## config.mk

```make
export PLATFORM = sky130hd
export DESIGN_NAME = normalizer_pipe_flat
export DESIGN_NICKNAME = d
export VERILOG_FILES = /design/src/rtl/normalizer_pipe_if.sv /design/src/rtl/normalizer_pipe.sv /design/src/flat_wrapper.sv
export SDC_FILE = /design/constraint.sdc
export NUM_CORES = 1
export LEC_CHECK = 0
export CORE_MARGIN = 1.5
export CORE_UTILIZATION = 43
export CTS_BUF_LIST = sky130_fd_sc_hd__clkbuf_8
export DETAILED_ROUTE_END_ITERATION = 6
export DONT_BUFFER_PORTS = 1
export SETUP_SLACK_MARGIN = 0.3
export SLEW_MARGIN = 20
export SYNTH_ARGS = -nofsm -noshare
export SYNTH_HDL_FRONTEND = slang
export SYNTH_SLANG_ARGS = --single-unit
```

## constraint.sdc

```tcl
create_clock -name clk -period 3.81 [get_ports clk]
set_input_delay 0.762 -clock clk [delete_from_list [all_inputs] [get_ports clk]]
set_output_delay 0.762 -clock clk [all_outputs]
set_load 0.03 [all_outputs]
```

## src/rtl/normalizer_pipe_if.sv

```systemverilog
// ---------------------------------------------------------------------------
// normalizer_pipe_pkg / normalizer_pipe_if
//
// Purpose
//   The format enum that the post-add normaliser uses, and the interface that
//   carries the normaliser's input beat and result beat. Each side has its own
//   valid/ready handshake.
//
// Interface signals (W = fraction width, TAG_W = tag width, CW = count width)
//   fmt         fp_fmt_e  FP32 selects single lane; FP16/BF16 select dual lane
//   in_valid    1         input beat valid
//   in_ready    1         normaliser can take a beat this cycle
//   in_x        W         fraction to normalise
//   in_tag      TAG_W     sideband tag travelling with the beat
//   out_valid   1         result valid
//   out_ready   1         downstream accepts the result
//   out_r       W         normalised fraction
//   out_cnt_h   CW        single: word LZC, dual: high-lane LZC
//   out_cnt_l   CW        dual: low-window LZC, single: 0
//   out_zero_h  1         single: word is zero, dual: high lane is zero
//   out_zero_l  1         dual: low window is zero, single: 0
//   out_tag     TAG_W     tag of the result beat
//
// Modports
//   master : the environment. It drives the input beat and out_ready.
//   slave  : the normaliser. It drives in_ready and the result beat.
// ---------------------------------------------------------------------------
package normalizer_pipe_pkg;

    typedef enum logic [1:0] {
        FP32 = 2'd0,
        FP16 = 2'd1,
        BF16 = 2'd2
    } fp_fmt_e;

endpackage

interface normalizer_pipe_if
    import normalizer_pipe_pkg::*;
#(
    parameter int W     = 28,
    parameter int TAG_W = 4
);
    localparam int CW = $clog2(W + 1);

    fp_fmt_e          fmt;
    logic             in_valid;
    logic             in_ready;
    logic [W-1:0]     in_x;
    logic [TAG_W-1:0] in_tag;

    logic             out_valid;
    logic             out_ready;
    logic [W-1:0]     out_r;
    logic [CW-1:0]    out_cnt_h;
    logic [CW-1:0]    out_cnt_l;
    logic             out_zero_h;
    logic             out_zero_l;
    logic [TAG_W-1:0] out_tag;

    modport master (
        output fmt, in_valid, in_x, in_tag, out_ready,
        input  in_ready, out_valid, out_r, out_cnt_h, out_cnt_l,
               out_zero_h, out_zero_l, out_tag
    );

    modport slave (
        input  fmt, in_valid, in_x, in_tag, out_ready,
        output in_ready, out_valid, out_r, out_cnt_h, out_cnt_l,
               out_zero_h, out_zero_l, out_tag
    );

endinterface

```

## src/rtl/normalizer_pipe.sv

```systemverilog
// ---------------------------------------------------------------------------
// normalizer_pipe
//
// Purpose
//   Pipelined post-add normaliser. It counts leading zeros and left-shifts so
//   that the leading one ends up at the top of its lane. A valid/ready
//   handshake controls the flow on both sides.
//   - FP32 mode has one lane that covers the whole W-bit word.
//   - FP16/BF16 mode has two independent lanes:
//       high lane  X[W-1:W/2]
//       low window X[W/2-1-LO_OFS:0]
//     The LO_OFS gap bits above the low window are ignored on input and are
//     driven to zero on output.
//   An all-zero lane gives a zero result, sets the zero flag and reports a
//   count equal to the lane width.
//
// Parameters
//   W       fraction width, even, >= 8
//   LO_OFS  number of gap bits at the top of the low half
//   PIPE    number of register stages, 1 or 2
//   TAG_W   sideband tag width
//
// Ports
//   clk     clock
//   rst_n   asynchronous active-low reset
//   bus     normalizer_pipe_if slave modport (input beat and result beat)
// ---------------------------------------------------------------------------
module normalizer_pipe
    import normalizer_pipe_pkg::*;
#(
    parameter int W      = 28,
    parameter int LO_OFS = 2,
    parameter int PIPE   = 1,
    parameter int TAG_W  = 4
) (
    input  logic             clk,
    input  logic             rst_n,
    normalizer_pipe_if.slave bus
);

    localparam int CW       = $clog2(W + 1);
    localparam int HW       = W / 2;
    localparam int LW       = HW - LO_OFS;
    // The two largest shift steps (16 and 8 when W = 28) run before the
    // stage-0 register when PIPE = 2.
    localparam int SPLIT    = CW - 2;
    localparam int FRONT_LO = (PIPE == 2) ? SPLIT : 0;

    if (W < 8 || (W % 2) != 0) begin : g_bad_w
        $error("normalizer_pipe: W must be even and at least 8");
    end
    if (LO_OFS < 0 || LO_OFS >= HW) begin : g_bad_lo_ofs
        $error("normalizer_pipe: LO_OFS must lie in 0..W/2-1");
    end
    if (PIPE != 1 && PIPE != 2) begin : g_bad_pipe
        $error("normalizer_pipe: PIPE must be 1 or 2");
    end

    // Each lane is held left-aligned in a full W-bit vector, with zeros
    // filling the bits below the lane. This lets one shifter handle every
    // lane width.
    typedef struct packed {
        logic [W-1:0]  v;
        logic [CW-1:0] c;
    } lane_t;

    typedef struct packed {
        logic [W-1:0]  r;
        logic [CW-1:0] cnt_h;
        logic [CW-1:0] cnt_l;
        logic          zero_h;
        logic          zero_l;
    } result_t;

    // Radix-2 leading-zero shifter. It applies only the shift steps 2^k with
    // lo <= k <= hi. A non-zero lane's leading one always lies inside the
    // lane, so the zero fill below the lane can never be shifted into view.
    // For a zero lane the raw count is garbage (31 when W = 28); assemble()
    // replaces that count.
    function automatic lane_t norm_steps(lane_t s_in, int hi, int lo);
        lane_t s;
        s = s_in;
        for (int k = CW - 1; k >= 0; k--) begin
            if (k <= hi && k >= lo) begin
                int sh;
                sh = 1 << k;
                if ((s.v >> (W - sh)) == '0) begin
                    s.v = s.v << sh;
                    s.c = s.c + CW'(sh);
                end
            end
        end
        return s;
    endfunction

    // Places the lane results back into their output bit positions and
    // applies the zero-lane count override.
    function automatic result_t assemble(logic single, lane_t a, logic za,
                                         lane_t b, logic zb);
        result_t res;
        res = '0;
        if (single) begin
            res.r      = a.v;
            res.cnt_h  = za ? CW'(W) : a.c;
            res.zero_h = za;
        end else begin
            // The low result is zero-extended into the low half, which
            // forces the gap bits to zero.
            res.r      = {a.v[W-1:HW], {HW{1'b0}}} | W'(b.v[W-1 -: LW]);
            res.cnt_h  = za ? CW'(HW) : a.c;
            res.cnt_l  = zb ? CW'(LW) : b.c;
            res.zero_h = za;
            res.zero_l = zb;
        end
        return res;
    endfunction

    logic             is_single;
    lane_t            a_seed;
    lane_t            b_seed;
    lane_t            a_front;
    lane_t            b_front;
    logic             a_zero;
    logic             b_zero;

    logic             out_load;
    logic             in_ready_w;
    logic             src_valid;
    result_t          src_res;
    logic [TAG_W-1:0] src_tag;

    logic             out_valid_q;
    result_t          out_res_q;
    logic [TAG_W-1:0] out_tag_q;

    // Input side. Lane A is the whole word in FP32 mode and the high half in
    // dual mode. Lane B is always the low window; its result is discarded in
    // FP32 mode.
    always_comb begin
        is_single = (bus.fmt == FP32);
        a_seed    = '0;
        b_seed    = '0;
        a_seed.v  = is_single ? bus.in_x : {bus.in_x[W-1:HW], {HW{1'b0}}};
        b_seed.v  = {bus.in_x[LW-1:0], {(W - LW){1'b0}}};
        a_zero    = (a_seed.v == '0);
        b_zero    = (b_seed.v == '0);
        a_front   = norm_steps(a_seed, CW - 1, FRONT_LO);
        b_front   = norm_steps(b_seed, CW - 1, FRONT_LO);
    end

    // The output register can load when it is empty or when its beat is
    // draining this cycle.
    assign out_load = !out_valid_q || bus.out_ready;

    if (PIPE == 2) begin : g_pipe2
        logic             s0_valid;
        logic             s0_single;
        logic             s0_za;
        logic             s0_zb;
        lane_t            s0_a;
        lane_t            s0_b;
        logic [TAG_W-1:0] s0_tag;
        logic             s0_load;
        lane_t            a_back;
        lane_t            b_back;

        assign s0_load = !s0_valid || out_load;

        // Stage 0 holds the partly shifted lanes, the zero flags, the format
        // and the tag.
        always_ff @(posedge clk or negedge rst_n) begin
            if (!rst_n) begin
                s0_valid  <= 1'b0;
                s0_single <= 1'b0;
                s0_za     <= 1'b0;
                s0_zb     <= 1'b0;
                s0_a      <= '0;
                s0_b      <= '0;
                s0_tag    <= '0;
            end else if (s0_load) begin
                s0_valid <= bus.in_valid;
                if (bus.in_valid) begin
                    s0_single <= is_single;
                    s0_za     <= a_zero;
                    s0_zb     <= b_zero;
                    s0_a      <= a_front;
                    s0_b      <= b_front;
                    s0_tag    <= bus.in_tag;
                end
            end
        end

        // Second half of the shifter: the 4/2/1 steps when W = 28.
        always_comb begin
            a_back  = norm_steps(s0_a, SPLIT - 1, 0);
            b_back  = norm_steps(s0_b, SPLIT - 1, 0);
            src_res = assemble(s0_single, a_back, s0_za, b_back, s0_zb);
        end

        assign in_ready_w = s0_load;
        assign src_valid  = s0_valid;
        assign src_tag    = s0_tag;
    end else begin : g_pipe1
        always_comb begin
            src_res = assemble(is_single, a_front, a_zero, b_front, b_zero);
        end

        assign in_ready_w = out_load;
        assign src_valid  = bus.in_valid;
        assign src_tag    = bus.in_tag;
    end

    // Output register. Data only changes when a new beat loads, so a stalled
    // result holds steady.
    always_ff @(posedge clk or negedge rst_n) begin
        if (!rst_n) begin
            out_valid_q <= 1'b0;
            out_res_q   <= '0;
            out_tag_q   <= '0;
        end else if (out_load) begin
            out_valid_q <= src_valid;
            if (src_valid) begin
                out_res_q <= src_res;
                out_tag_q <= src_tag;
            end
        end
    end

    assign bus.in_ready   = in_ready_w;
    assign bus.out_valid  = out_valid_q;
    assign bus.out_r      = out_res_q.r;
    assign bus.out_cnt_h  = out_res_q.cnt_h;
    assign bus.out_cnt_l  = out_res_q.cnt_l;
    assign bus.out_zero_h = out_res_q.zero_h;
    assign bus.out_zero_l = out_res_q.zero_l;
    assign bus.out_tag    = out_tag_q;

endmodule

```

## src/flat_wrapper.sv

```systemverilog
// flat-port wrapper written by rule: the top's interface ports become plain ports
module normalizer_pipe_flat import normalizer_pipe_pkg::*;
#(
    parameter int W      = 28,
    parameter int LO_OFS = 2,
    parameter int PIPE   = 1,
    parameter int TAG_W  = 4
)
  (clk, rst_n, bus_fmt, bus_in_valid, bus_in_x, bus_in_tag, bus_out_ready, bus_in_ready, bus_out_valid, bus_out_r, bus_out_cnt_h, bus_out_cnt_l, bus_out_zero_h, bus_out_zero_l, bus_out_tag);
  normalizer_pipe_if #(.W(W), .TAG_W(TAG_W)) bus_i ();
  input  logic clk;
  input  logic rst_n;
  input wire logic [$bits(bus_i.fmt)-1:0] bus_fmt;
  input wire logic [$bits(bus_i.in_valid)-1:0] bus_in_valid;
  input wire logic [$bits(bus_i.in_x)-1:0] bus_in_x;
  input wire logic [$bits(bus_i.in_tag)-1:0] bus_in_tag;
  input wire logic [$bits(bus_i.out_ready)-1:0] bus_out_ready;
  output wire logic [$bits(bus_i.in_ready)-1:0] bus_in_ready;
  output wire logic [$bits(bus_i.out_valid)-1:0] bus_out_valid;
  output wire logic [$bits(bus_i.out_r)-1:0] bus_out_r;
  output wire logic [$bits(bus_i.out_cnt_h)-1:0] bus_out_cnt_h;
  output wire logic [$bits(bus_i.out_cnt_l)-1:0] bus_out_cnt_l;
  output wire logic [$bits(bus_i.out_zero_h)-1:0] bus_out_zero_h;
  output wire logic [$bits(bus_i.out_zero_l)-1:0] bus_out_zero_l;
  output wire logic [$bits(bus_i.out_tag)-1:0] bus_out_tag;
  assign bus_i.fmt = bus_fmt;
  assign bus_i.in_valid = bus_in_valid;
  assign bus_i.in_x = bus_in_x;
  assign bus_i.in_tag = bus_in_tag;
  assign bus_i.out_ready = bus_out_ready;
  assign bus_in_ready = bus_i.in_ready;
  assign bus_out_valid = bus_i.out_valid;
  assign bus_out_r = bus_i.out_r;
  assign bus_out_cnt_h = bus_i.out_cnt_h;
  assign bus_out_cnt_l = bus_i.out_cnt_l;
  assign bus_out_zero_h = bus_i.out_zero_h;
  assign bus_out_zero_l = bus_i.out_zero_l;
  assign bus_out_tag = bus_i.out_tag;
  normalizer_pipe #(.W(W), .LO_OFS(LO_OFS), .PIPE(PIPE), .TAG_W(TAG_W)) u_core (.clk(clk), .rst_n(rst_n), .bus(bus_i));
endmodule
```

==> results by group <==
Run status
  • Status: complete, but fails checks
  • Failing checks: DRC

Yosys
  • Ranking of synthesized cells by area: dfrtp_1 28%, mux2i_1 14%, nand2_1 6.7%, o21ai_0 5.2%, a21oi_1 4.1%
  • Yosys top cell area share: 27.9%
  • Synthesis-stage register bit count: 44
  • Top_reg_cell synth: dfrtp_1
  • Sequential share of the synthesized area: 27.9%
  • Syn Area/Cell: 8.08 um^2
  • Synthesized instance count: 488
  • Mapped Nets: 526
  • Yosys top cell by area: dfrtp_1
  • Synthesized area: 3950 um^2
  • Ys Warns: 0
  • Synth cell types: 66
  • EDFF count, synth: 0
  • Async S/R FF share, synth: 100%

Global route
  • Global-route wire length before repair: 20.3 mm
  • Total GRT Usage: 25.9%
  • Vias in the first global route: 3788
  • GRT Residual Overflow: 0
  • Initial antenna violation count: 0
  • Largest net degree at the start of global routing: 45

Placed design
  • Place WS: 0.263 ns
  • Count of input and output buffers: 0
  • Final Wtd Congestion: 0.975
  • Placed wire-length estimate: 9.53 mm

Floorplan
  • Die Y: 98.8 um
  • Die outline area: 9760 um^2
  • Core box area: 8810 um^2
  • Initial Util: 44.8%
  • # IOs: 84
  • Horiz. Die Dim: 98.8 um
  • Site row count: 34

Timing
  • Worst slew pin tran: 0.584 ns
  • Final setup margin: 0.543 ns
  • RSZ-0062 raised after global routing: no
  • Final setup viols: 0
  • Fin crit period: 3.27 ns
  • Clock Skews: 0.00542 ns
  • Slew Limit Fails: 0
  • Slew margin rel.: 60.7%
  • Final Hold Vio Count: 0
  • Setup TNS: 0 ns
  • Final Cycle Share: 85.7%
  • Maximum achievable frequency: 0.306 GHz

Critical path
  • Critical path peak fanout: 13
  • Critical Path RT: 3.97 ns
  • WS Path Type: in -> reg
  • CP max-delay cell: or4_4
  • CP Cell Sequence: or4_4 > nor3_4 > a31oi_1 > o21ai_0 > a21o_1 > a21o_1 > mux2i_1 > o21ai_0
  • Worst Path Arrival: 3.43 ns
  • Worst Path Buf+Inv: 0
  • Worst path max stage delay: 0.54 ns
  • Setup crit end kind: flop
  • CP top delay family: compound AO/OA/AOI/OAI gates
  • Crit start category: input pin

Drt
  • Vias per cell: 6.67
  • Residual DRC count: 4
  • Antenna Violating Nets Remaining: 0
  • Via count: 3887
  • Initial DRC count: 330
  • Routed length per instance: 21.6 um
  • Wirelength, routed: 12.6 mm
  • DR pass1 iterations: 7

Layout
  • Layout area overhead: 4.63%
  • Final #Nets: 513
  • Fill cell count: 871
  • Antenna diodes: 0
  • Share of post-route cells with drive strength above 1: 11.8%

Pwr
  • Power Dens Cells: 310 nW/um^2
  • VDD IR max: 0.000125 V
  • Lkg Pwr: 0.00162 uW

CTS
  • Cts bufs inserted: 5
  • Hold Buf Count CTS: 0
  • Worst skew pair latency: 0.29 ns
  • Clock buffer depth: 2
  • TritonCTS Sinks: 44
  • Post-CTS setup buffers: 0
  • CTS Root Cell: clkbuf_8
  • PostCTS Resize Cnt: 0
  • H-tree depth: 2
  • Clock slew at the register clock pins of the worst setup and hold paths: 0.09 ns
  • TritonCTS clock tree: done

Job
  • Number of max-cap violations: 0

Min path
  • Type of the tightest min-delay check: in -> async
==> cells in the final DEF, fill, tap and decap left out, types with 3 or more instances in the layout <==
| cell type | instances |
|---|---|
| a22oi_1 | 4 |
| or3_1 | 6 |
| inv_1 | 4 |
| o311ai_0 | 3 |
| mux2i_1 | 57 |
| nor4_1 | 4 |
| dfrtp_1 | 44 |
| a211oi_1 | 5 |
| o21ai_0 | 41 |
| a31oi_1 | 18 |
| buf_4 | 22 |
| a21o_1 | 5 |
| o31ai_1 | 7 |
| or4_1 | 4 |
| nor3_1 | 7 |
| nand2_1 | 69 |
| nand4_1 | 8 |
| or2_2 | 3 |
| nor2_1 | 29 |
| and2_1 | 3 |
| a21oi_1 | 31 |
| a22o_1 | 3 |
| nor4_4 | 4 |
| nand3_1 | 26 |
| o21bai_1 | 4 |
| clkbuf_8 | 5 |
| nand2b_1 | 5 |
==> worst paths after layout <==
path | cells past startpoint | from | end | slack, ns
setup reg to reg | 6 | u_core.bus.out_valid | u_core.bus.out_r[4] | 1.62
hold / removal | 0 | rst_n | u_core.bus.out_r[23] | 0.15
max in group asynchronous | 0 | rst_n | u_core.bus.out_r[0] | 3.57
setup / recovery | 8 | bus_in_x[23] | u_core.bus.out_r[26] | 0.54
min in group clk | 2 | bus_in_tag[0] | u_core.bus.out_tag[0] | 0.57
hold reg to reg | 2 | u_core.bus.out_zero_h | u_core.bus.out_zero_h | 0.67
==> cells in the mapped netlist (all sizes together), types with 8 or more instances <==
| cell type | n |
|---|---|
| clkbuf | 23 |
| a31oi | 18 |
| a21oi | 33 |
| buf | 20 |
| nor4 | 9 |
| mux2i | 57 |
| nor3 | 8 |
| nand3 | 27 |
| nand2 | 71 |
| dfrtp | 44 |
| o31ai | 9 |
| nor2 | 30 |
| nand4 | 9 |
| o21ai | 42 |
==> sequential cells by signal, indices dropped and copies added, names as in the netlist <==
name and count:
u_core.bus.out_cnt_l 4, u_core.bus.out_valid 1, u_core.bus.out_tag 4, u_core.bus.out_zero_h 1
u_core.bus.out_cnt_h 5, u_core.bus.out_r 28, u_core.bus.out_zero_l 1
==> cell families (layout without fill, tap and decap cells) <==
kind of cell / count (synthesis) / in the layout / synth area share (%)
flops: 44 / 44 / 27.9
simple gates: 182 / 182 / 24.4
buf+inv: 47 / 34 / 6.25
other cells: 1 / 1 / 0.0951
compound gates: 157 / 157 / 26.9
mux: 57 / 57 / 14.5
==> routing by layer <==
metal,vias to the layer above,share of wire (%),track usage (%)
li1,1802,-,-
met1,1836,43,35.7
met2,214,45,40.5
met3,35,9.3,5.46
met4,0,2.5,8.13
met5,-,0,0
==> through the flow <==
stage	util [%]	instances	hold WS (ns)	area, um^2	total power, uW
after floorplan	-	488	0.466	3950	937
after global placement	46.0	576	0.467	4050	999
after detailed placement	46.0	576	0.467	4050	1000
after CTS	46.9	583	0.141	4130	1290
after global routing	46.9	583	0.132	4130	1350
final	46.9	583	0.150	4130	1280
==> final cells by class <==
class / instances / area, um^2 / share of cell area (%)
multi-input combinational: 397 / 2610 / 63.2
sequential: 44 / 1100 / 26.7
timing repair buffer: 23 / 185 / 4.49
tap: 108 / 135 / 3.27
clock buffer: 5 / 68.8 / 1.67
inverter: 4 / 15.0 / 0.364
clock inverter: 2 / 12.5 / 0.303
==> power by group <==
part	leakage (uW)	switching, uW	internal, uW	total, uW
clock network	0.0000400	160	124	284
registers	0.000543	169	526	695
logic	0.00104	181	120	300
total	0.00162	510	770	1280
==> worst register-to-register path: stages (launching register included) <==
cell and delay [ns]:
dfrtp_1 0.50, nand2b_1 0.38, and2_1 0.19, buf_4 0.27
nand2_1 0.17, or4_1 0.54, nand3_1 0.09
Note: power is estimated with default switching activity, not from simulation.
